## src/rtl/hop_pkg.sv

```systemverilog
// Shared definitions for the horizontal output controller: FSM states,
// beats per group and the rom_phase beat boundaries.
package hop_pkg;

    localparam int         HOP_BEATS    = 16;
    localparam logic [3:0] PHASE1_START = 4'd4;
    localparam logic [3:0] PHASE2_START = 4'd12;
    localparam logic [1:0] PHASE_IDLE   = 2'd3;

    typedef enum logic [1:0] {
        ST_IDLE  = 2'd0,
        ST_WAIT  = 2'd1,
        ST_BURST = 2'd2,
        ST_DONE  = 2'd3
    } hop_state_e;

endpackage

```

## src/rtl/hop_beat_cnt.sv

```systemverilog
// Beat counter for one horizontal output group plus the rom_phase decode.
// The counter wraps at the last beat so back-to-back groups restart at 0.
module hop_beat_cnt
    import hop_pkg::*;
#(
    parameter int BEATS = HOP_BEATS
) (
    input  logic       clk,
    input  logic       rst_n,
    input  logic       enable,
    input  logic       clear,
    output logic [3:0] beat,
    output logic [1:0] rom_phase,
    output logic       last_beat
);

    localparam logic [3:0] LAST = 4'(BEATS - 1);

    always_ff @(posedge clk or negedge rst_n) begin
        if (!rst_n) begin
            beat <= 4'd0;
        end else if (clear) begin
            beat <= 4'd0;
        end else if (enable) begin
            beat <= (beat == LAST) ? 4'd0 : beat + 4'd1;
        end
    end

    always_comb begin
        rom_phase = PHASE_IDLE;
        if (enable) begin
            if (beat < PHASE1_START) begin
                rom_phase = 2'd0;
            end else if (beat < PHASE2_START) begin
                rom_phase = 2'd1;
            end else begin
                rom_phase = 2'd2;
            end
        end
    end

    assign last_beat = enable && (beat == LAST);

endmodule

```

## src/rtl/horizontal_out_ctrl.sv

```systemverilog
// Sequences 16-beat output groups to the horizontal router: group counting,
// write-address generation and the IDLE/WAIT/BURST/DONE control FSM.
module horizontal_out_ctrl
    import hop_pkg::*;
#(
    parameter int GRP_WIDTH = 10,
    parameter int BEATS     = HOP_BEATS
) (
    input  logic                 clk,
    input  logic                 rst_n,
    input  logic                 start,
    input  logic [GRP_WIDTH-1:0] grp_num,
    input  logic                 mul_valid,
    output logic                 horizontal_en,
    output logic [3:0]           beat,
    output logic [1:0]           rom_phase,
    output logic [GRP_WIDTH-1:0] rom_addr,
    output logic                 busy,
    output logic                 done,
    output logic                 err
);

    localparam logic [GRP_WIDTH-1:0] ONE_GRP = GRP_WIDTH'(1);

    hop_state_e           state;
    hop_state_e           state_nx;
    logic [GRP_WIDTH-1:0] remaining;
    logic                 last_beat;

    hop_beat_cnt #(
        .BEATS (BEATS)
    ) u_beat_cnt (
        .clk       (clk),
        .rst_n     (rst_n),
        .enable    (horizontal_en),
        .clear     (~horizontal_en),
        .beat      (beat),
        .rom_phase (rom_phase),
        .last_beat (last_beat)
    );

    // start is a single-cycle request honoured only in IDLE; mul_valid is a
    // level that gates entry into a burst but never stalls one in progress.
    always_comb begin
        state_nx = state;
        case (state)
            ST_IDLE: begin
                if (start) begin
                    state_nx = (grp_num != '0) ? ST_WAIT : ST_DONE;
                end
            end
            ST_WAIT: begin
                if (mul_valid) begin
                    state_nx = ST_BURST;
                end
            end
            ST_BURST: begin
                if (last_beat) begin
                    if (remaining <= ONE_GRP) begin
                        state_nx = ST_DONE;
                    end else begin
                        state_nx = mul_valid ? ST_BURST : ST_WAIT;
                    end
                end
            end
            ST_DONE: state_nx = ST_IDLE;
            default: state_nx = ST_IDLE;
        endcase
    end

    // Status outputs are registered from the next state so the router sees
    // clean, glitch-free levels.
    always_ff @(posedge clk or negedge rst_n) begin
        if (!rst_n) begin
            state         <= ST_IDLE;
            horizontal_en <= 1'b0;
            busy          <= 1'b0;
            done          <= 1'b0;
        end else begin
            state         <= state_nx;
            horizontal_en <= (state_nx == ST_BURST);
            busy          <= (state_nx == ST_WAIT) || (state_nx == ST_BURST);
            done          <= (state_nx == ST_DONE);
        end
    end

    always_ff @(posedge clk or negedge rst_n) begin
        if (!rst_n) begin
            remaining <= '0;
            rom_addr  <= '0;
            err       <= 1'b0;
        end else begin
            if (state == ST_IDLE && start) begin
                remaining <= grp_num;
                rom_addr  <= '0;
                err       <= 1'b0;
            end
            if (state == ST_BURST) begin
                if (!mul_valid && !last_beat) begin
                    err <= 1'b1;
                end
                if (last_beat) begin
                    if (remaining > ONE_GRP) begin
                        remaining <= remaining - ONE_GRP;
                        rom_addr  <= rom_addr + ONE_GRP;
                    end else begin
                        remaining <= '0;
                    end
                end
            end
        end
    end

endmodule

```

## config.mk

```make
export PLATFORM = sky130hd
export DESIGN_NAME = horizontal_out_ctrl
export DESIGN_NICKNAME = d
export VERILOG_FILES = /design/src/rtl/hop_pkg.sv /design/src/rtl/hop_beat_cnt.sv /design/src/rtl/horizontal_out_ctrl.sv
export SDC_FILE = /design/constraint.sdc
export NUM_CORES = 1
export LEC_CHECK = 0
export CORE_MARGIN = 2
export CORE_UTILIZATION = 55
export CTS_CLUSTER_SIZE = 14
export DETAILED_ROUTE_END_ITERATION = 7
export PLACE_DENSITY = 0.87
export SETUP_SLACK_MARGIN = 0.15
export SLEW_MARGIN = 20
export SYNTH_ARGS = -nofsm -noshare
export SYNTH_HDL_FRONTEND = slang
export SYNTH_SLANG_ARGS = --single-unit
```

## constraint.sdc

```tcl
create_clock -name clk -period 3.2 [get_ports clk]
set_clock_uncertainty 0.2 [all_clocks]
set_input_delay 0.8 -clock clk [delete_from_list [all_inputs] [get_ports clk]]
set_output_delay 0.8 -clock clk [all_outputs]
set_load 0.01 [all_outputs]
```

==> results of run 1 <==
==> how the worst max path moves through the flow <==
| stage | from | to | slack, ns | cells after the start |
|---|---|---|---|---|
| 2_1_floorplan | start | busy | 1.05 | 5 |
| 3_3_place_gp | start | remaining[2] | 0.60 | 4 |
| 3_5_place_dp | grp_num[5] | busy | 0.51 | 6 |
| 4_1_cts | u_beat_cnt.beat[2] | rom_phase[0] | 0.50 | 3 |
| 5_1_grt | u_beat_cnt.beat[2] | rom_phase[0] | 0.44 | 3 |
| 6_report | u_beat_cnt.beat[2] | rom_phase[0] | 0.51 | 3 |
==> cell type report <==
type,count,area share (%)
multi-input combinational,134,41.3
sequential,30,35.7
timing repair buffer,37,17.1
clock buffer,7,2.62
tap,33,1.96
inverter,6,1.07
clock inverter,1,0.238
==> per-layer routing <==
| layer | vias up | wire length, um | part of all wire, % | global-route usage (%) |
|---|---|---|---|---|
| li1 | 733 | - | - | - |
| met1 | 751 | 1840 | 43 | 36.4 |
| met2 | 57 | 2140 | 50 | 42.7 |
| met3 | 9 | 263 | 6.1 | 8.30 |
| met4 | 0 | 66 | 1.5 | 9.42 |
| met5 | - | 0 | 0 | 0 |
==> flip-flops by register name (all words and copies together) (netlist names) <==
| name | count |
|---|---|
| done | 1 |
| remaining | 10 |
| state | 2 |
| u_beat_cnt.beat | 4 |
| err | 1 |
| horizontal_en | 1 |
| busy | 1 |
| rom_addr | 10 |
==> cell families after synthesis <==
group	share of synthesized area, %
simple gates	28.9
fa+ha+maj	5.19
xor+xnor	2.59
mux	2.37
flops	44.5
buf+inv	4.00
compound gates	12.5
==> worst reg2reg max path: cells and delay by family, from the launching register on <==
| family | cells | cell delay (ns) |
|---|---|---|
| compound gates | 1 | 0.29 |
| fa+ha+maj | 1 | 0.30 |
| buf+inv | 1 | 0.07 |
| flops | 1 | 0.45 |
| simple gates | 3 | 1.14 |
==> cell usage in the layout, fill, tap and decap left out, types with 3 or more instances in the layout <==
cell and count:
mux2i_1 4, nor4_1 5, clkdlybuf4s50_1 33, inv_1 6, a21oi_1 7, nand4_1 4, o22ai_1 3, o211ai_1 6
ha_1 7, xor2_1 3, nor2_1 13, nor3_1 7, buf_4 4, clkbuf_4 5, nand3_1 12, or4_1 6
nand2_1 19, dfrtp_1 30, o21ai_0 4
==> stage by stage <==
stage | utilization [%] | cells | hold WS (ns) | setup WS, ns | total power (W)
detailed placement | 68.7 | 240 | 0.268 | 0.509 | 0.00116
global route | 70.7 | 248 | 0.314 | 0.439 | 0.00150
CTS | 70.7 | 248 | 0.290 | 0.497 | 0.00140
floorplan | - | 178 | 0.300 | 1.05 | 0.000956
finish | 70.7 | 248 | 0.288 | 0.514 | 0.00140
global placement | 68.7 | 240 | 0.267 | 0.605 | 0.00111
==> power breakdown <==
group / switching (W) / internal [W] / total, W
Clock: 0.000133 / 0.000106 / 0.000239
Combinational: 0.000301 / 0.000260 / 0.000561
Sequential: 0.000121 / 0.000480 / 0.000601
==> flow_metrics.tcl, run 1 <==
set metrics [dict create \
    tritoncts.num_buffers 5 \
    n_antenna_cell 0 \
    detail_route.wirelength_um 4300 \
    worstPathRequired_ns 2.20 \
    drive_gt1_share_pct 9.30 \
    post_cts.repair.setup_buffers 0 \
    initial_utilization_pct 56.7 \
    chipHeight_um 59.4 \
    timing.critical_path.to_type "output port" \
    hold_class "reg -> reg" \
    multi_input_area_um2 870 \
    min_delay_path_depth 1 \
    peakVddDrop_uv 357 \
    worstPathArrival_ns 1.69 \
    postSynthCellCount 178 \
    worstSkewPairLatency_ns 0.33 \
    report.final.setup_viol 0 \
    root_buffer "clkbuf_4" \
    first_global_vias 1490 \
    cellPowerDensity_nw_per_um2 666 \
    clkTransAtPathRegs_ns 0.10 \
    ys.warnings.count 0 \
    timing.max_slew.rel_slack_pct 63.7 \
    grt_max_degree 31 \
    ys_seq_area_share_pct 44.5 \
    fill_count 233 \
    max_clock_freq_ghz 0.372 \
    dieArea_um2 3530 \
    via_per_inst 6.25 \
    r2r-start "remaining[3]" \
    post_synth_instance_area_um2 1690 \
    critical_path.max_stage_delay_ns 0.55 \
    drt_pre_antenna_iters 4 \
    fin_crit_sh_pct 83.9 \
    std_cell_rows 20 \
    die_x_um 59.4 \
    ant_nets 0 \
    hpwl_um 3010 \
    cts_repair_resize_count 0 \
    synth.cells.most_frequent "dfrtp_1 (30), nand2_1 (19), nor2_1 (13)" \
    maxCapViolCount 0 \
    final_design_area_no_fill_um2 2100 \
    tightest_slew_ns 0.540 \
    worst-setup-path-type "reg -> out" \
    ys_types 49 \
    cp_slowest_cell "clkdlybuf4s50_1" \
    rr_endpoint "busy" \
    min_to "rom_addr[9]" \
    dominant_delay_contributor_by_cell_family_on_the_critical_path "buffers and inverters" \
    leading_cell_type_by_number_of_instances_after_synthesis "dfrtp_1" \
    ys.flop_type "dfrtp_1" \
    placement.cell_area_um2 2040 \
    asyncSetResetFlopFracSynth_pct 100 \
    critical_path.startpoint_type "register" \
    synth-seq-cells 30 \
    yosys.area.top_type_share_pct 44.5 \
    initial_antenna_violation_count 0 \
    hold_viol_final 0 \
    worstPathMaxFanout 4 \
    min_period_ns 2.69 \
    initial_drc_count 107 \
    synth_edf_count 0 \
    synth_top_area_cell "dfrtp_1" \
    leakage_nw 0.893 \
    sum_of_negative_setup_slack_ns 0 \
    result_of_the_run "finished, final reports clean" \
    drt_drc_violations_left 0 \
    cts.sink_count 30 \
    synthToLayoutAreaGrowth_pct 24.7 \
    coreArea_um2 2980 \
    portBuffers 33 \
    ctsHoldBuffers 0 \
    unrepaired_setup_endpoints_after_global_routing "false" \
    gp_congestion 0.899 \
    syn-mean-instance-area_um2 9.48 \
    grt_overflow_total 0 \
    maxSlewViolCount 0 \
    grt_usage_pct 27.5 \
    dr_total_vias 1550 \
    layout.area.seq_um2 751 \
    syn_nets 199 \
    first_pass_grt_wire_length_um 7090 \
    worst-r2r-cell-count 6 \
    critical_path.cell_chain "ha_1 > nand2b_1 > clkdlybuf4s50_1" \
    boundaryPins 34 \
    ctsHtreeMaxLevel 2 \
    num-nets-final 235 \
    synth_area_leaders "dfrtp_1 (44%), ha_1 (5.2%), nand2_1 (4.2%)" \
    routedWlPerCell_um 17.4 \
    setup.reg_to_reg.worst_slack_ns 0.70 \
    worstHoldStart "rom_addr[9]" \
    tritoncts_clock_tree "built" \
    crit_buf_inv 1 \
    cts-root-to-sink-buffers 2 \
]
Power figures use the tool's default switching activity.
==> run 2, diff against run 1 <==
CORE_UTILIZATION = 51   (was 55)
PLACE_DENSITY = 0.81   (was 0.87)
clock period = 2.6 ns   (was 3.2 ns; I/O delays follow)
==> run 2 against run 1 <==
Against the previous run:
- hold slack improved by 0.0015 ns
- critical path depth is the same
- final cell count increased by 6.0%
- global-route usage shrank 0.94 points
- non-clock buffer count is 5 higher
- clock power is 7% higher
- combinational power up 26%
==> flow_metrics.tcl, run 2 (synthesis results as in run 1) <==
set metrics [dict create \
    tritoncts.num_buffers 5 \
    layout.area.seq_um2 752 \
    root_buffer "clkbuf_4" \
    report.final.setup_viol 0 \
    first_pass_grt_wire_length_um 7310 \
    ant_nets 0 \
    max_clock_freq_ghz 0.435 \
    drt_pre_antenna_iters 4 \
    hold_viol_final 0 \
    boundaryPins 34 \
    detail_route.wirelength_um 4260 \
    maxSlewViolCount 0 \
    result_of_the_run "finished, final reports clean" \
    worst-r2r-cell-count 8 \
    dr_total_vias 1578 \
    initial_drc_count 116 \
    cellPowerDensity_nw_per_um2 795 \
    final.hold.worst_slack_ns 0.290 \
    chipHeight_um 61.5 \
    place_worst_setup_slack_ns 0.114 \
    dominant_delay_contributor_by_cell_family_on_the_critical_path "flip-flops" \
    final_design_area_no_fill_um2 2150 \
    critical_path_depth_in_cells 3 \
    crit_buf_inv 1 \
    maxCapViolCount 0 \
    unrepaired_setup_endpoints_after_global_routing "true" \
    tritoncts_clock_tree "built" \
    fin_crit_sh_pct 88.5 \
    initial_antenna_violation_count 0 \
    cts-root-to-sink-buffers 2 \
    worstPathArrival_ns 1.45 \
    critical_path.max_stage_delay_ns 0.40 \
    min_delay_path_depth 1 \
    std_cell_rows 20 \
    die_x_um 61.5 \
    drive_gt1_share_pct 12.8 \
    fill_count 263 \
    layout.cells.most_common_list "clkdlybuf4s50_1 (31), dfrtp_1 (29), nand2_1 (19), nor2_1 (12), nand3_1 (12)" \
    layout_setup_ws_ns 0.300 \
    worst-setup-path-type "reg -> out" \
    placement.cell_area_um2 2090 \
    worstPathMaxFanout 2 \
    n_antenna_cell 0 \
    worstSkewPairLatency_ns 0.33 \
    portBuffers 33 \
    design_power_total_w 0.00171 \
    drt_drc_violations_left 0 \
    peakVddDrop_uv 396 \
    mostFrequentLayoutCell "clkdlybuf4s50_1" \
    timing.max_slew.rel_slack_pct 64.1 \
    critical_path.cell_chain "ha_1 > nand2b_1 > dlygate4sd2_1" \
    cp_slowest_cell "dfrtp_1" \
    grt_max_degree 31 \
    leakage_nw 0.915 \
    top_regs "remaining x10, rom_addr x10, u_beat_cnt.beat x4" \
    via_per_inst 6.00 \
    grt_usage_pct 26.5 \
    num-nets-final 240 \
    ctsHtreeMaxLevel 2 \
    hpwl_um 3020 \
    min_period_ns 2.30 \
    dieArea_um2 3790 \
    sum_of_negative_setup_slack_ns 0 \
    gp_congestion 0.834 \
    timing.critical_path.to_type "output port" \
    initial_utilization_pct 54.4 \
    multi_input_area_um2 873 \
    grt_overflow_total 0 \
    worstPathRequired_ns 1.75 \
    critical_path.startpoint_type "register" \
    first_global_vias 1595 \
    hold_class "reg -> reg" \
    clkTransAtPathRegs_ns 0.09 \
    routedWlPerCell_um 16.2 \
    tightest_slew_ns 0.537 \
    coreArea_um2 3100 \
    cts.sink_count 30 \
    synthToLayoutAreaGrowth_pct 27.4 \
]
[run 2: path summary, 6_finish.rpt]
check	slack, ns	startpoint	end
worst min register to register	0.29	u_beat_cnt.beat[0]	u_beat_cnt.beat[0]
worst max-delay path	0.30	u_beat_cnt.beat[2]	rom_phase[0]
min in group asynchronous	0.49	rst_n	done
worst min-delay path	0.29	u_beat_cnt.beat[0]	u_beat_cnt.beat[0]
worst max register to register	0.32	remaining[0]	busy
max in group asynchronous	1.41	rst_n	remaining[0]
[run 2: cell type report]
class / count / share of cell area (%)
inverters: 6 / 1.05
clock buffers: 5 / 1.75
clock inverters: 2 / 0.466
multi-input cells: 134 / 40.6
repair buffers: 42 / 18.6
well taps: 44 / 2.56
flip-flops and latches: 30 / 35.0
[run 2: what timing repair did]
item | in CTS | in global routing
buffers inserted | 1 | 0
hold buffers | 0 | 0
endpoints found under the setup margin | 2 | 9
gates resized for setup | 1 | 4
[run 2: worst register-to-register path, stage by stage (launching register included)]
cell	delay, ns
dfrtp_2	0.42
inv_1	0.07
ha_1	0.29
nor2_2	0.19
and3b_2	0.31
nor3_1	0.22
o22ai_1	0.15
ha_1	0.31
inv_1	0.03
[run 2: where the power goes]
part | switching [W] | total, W | leakage, nW | internal, W
sequential | 0.000155 | 0.000746 | 0.393 | 0.000592
clock | 0.000159 | 0.000256 | 0.0308 | 0.0000969
combinational | 0.000367 | 0.000707 | 0.491 | 0.000340
[run 2: per-layer routing]
layer | up-vias | share of wire (%) | GRT usage [%]
li1 | 736 | - | -
met1 | 784 | 42 | 33.8
met2 | 51 | 50 | 43.6
met3 | 7 | 6.0 | 7.77
met4 | 0 | 1.3 | 8.21
met5 | - | 0 | 0
[run 2: stage by stage]
stage | utilization [%] | instances
after floorplan | - | 178
after global placement | 67.3 | 255
after detailed placement | 67.3 | 255
after CTS | 69.0 | 263
after global routing | 69.3 | 263
final | 69.3 | 263
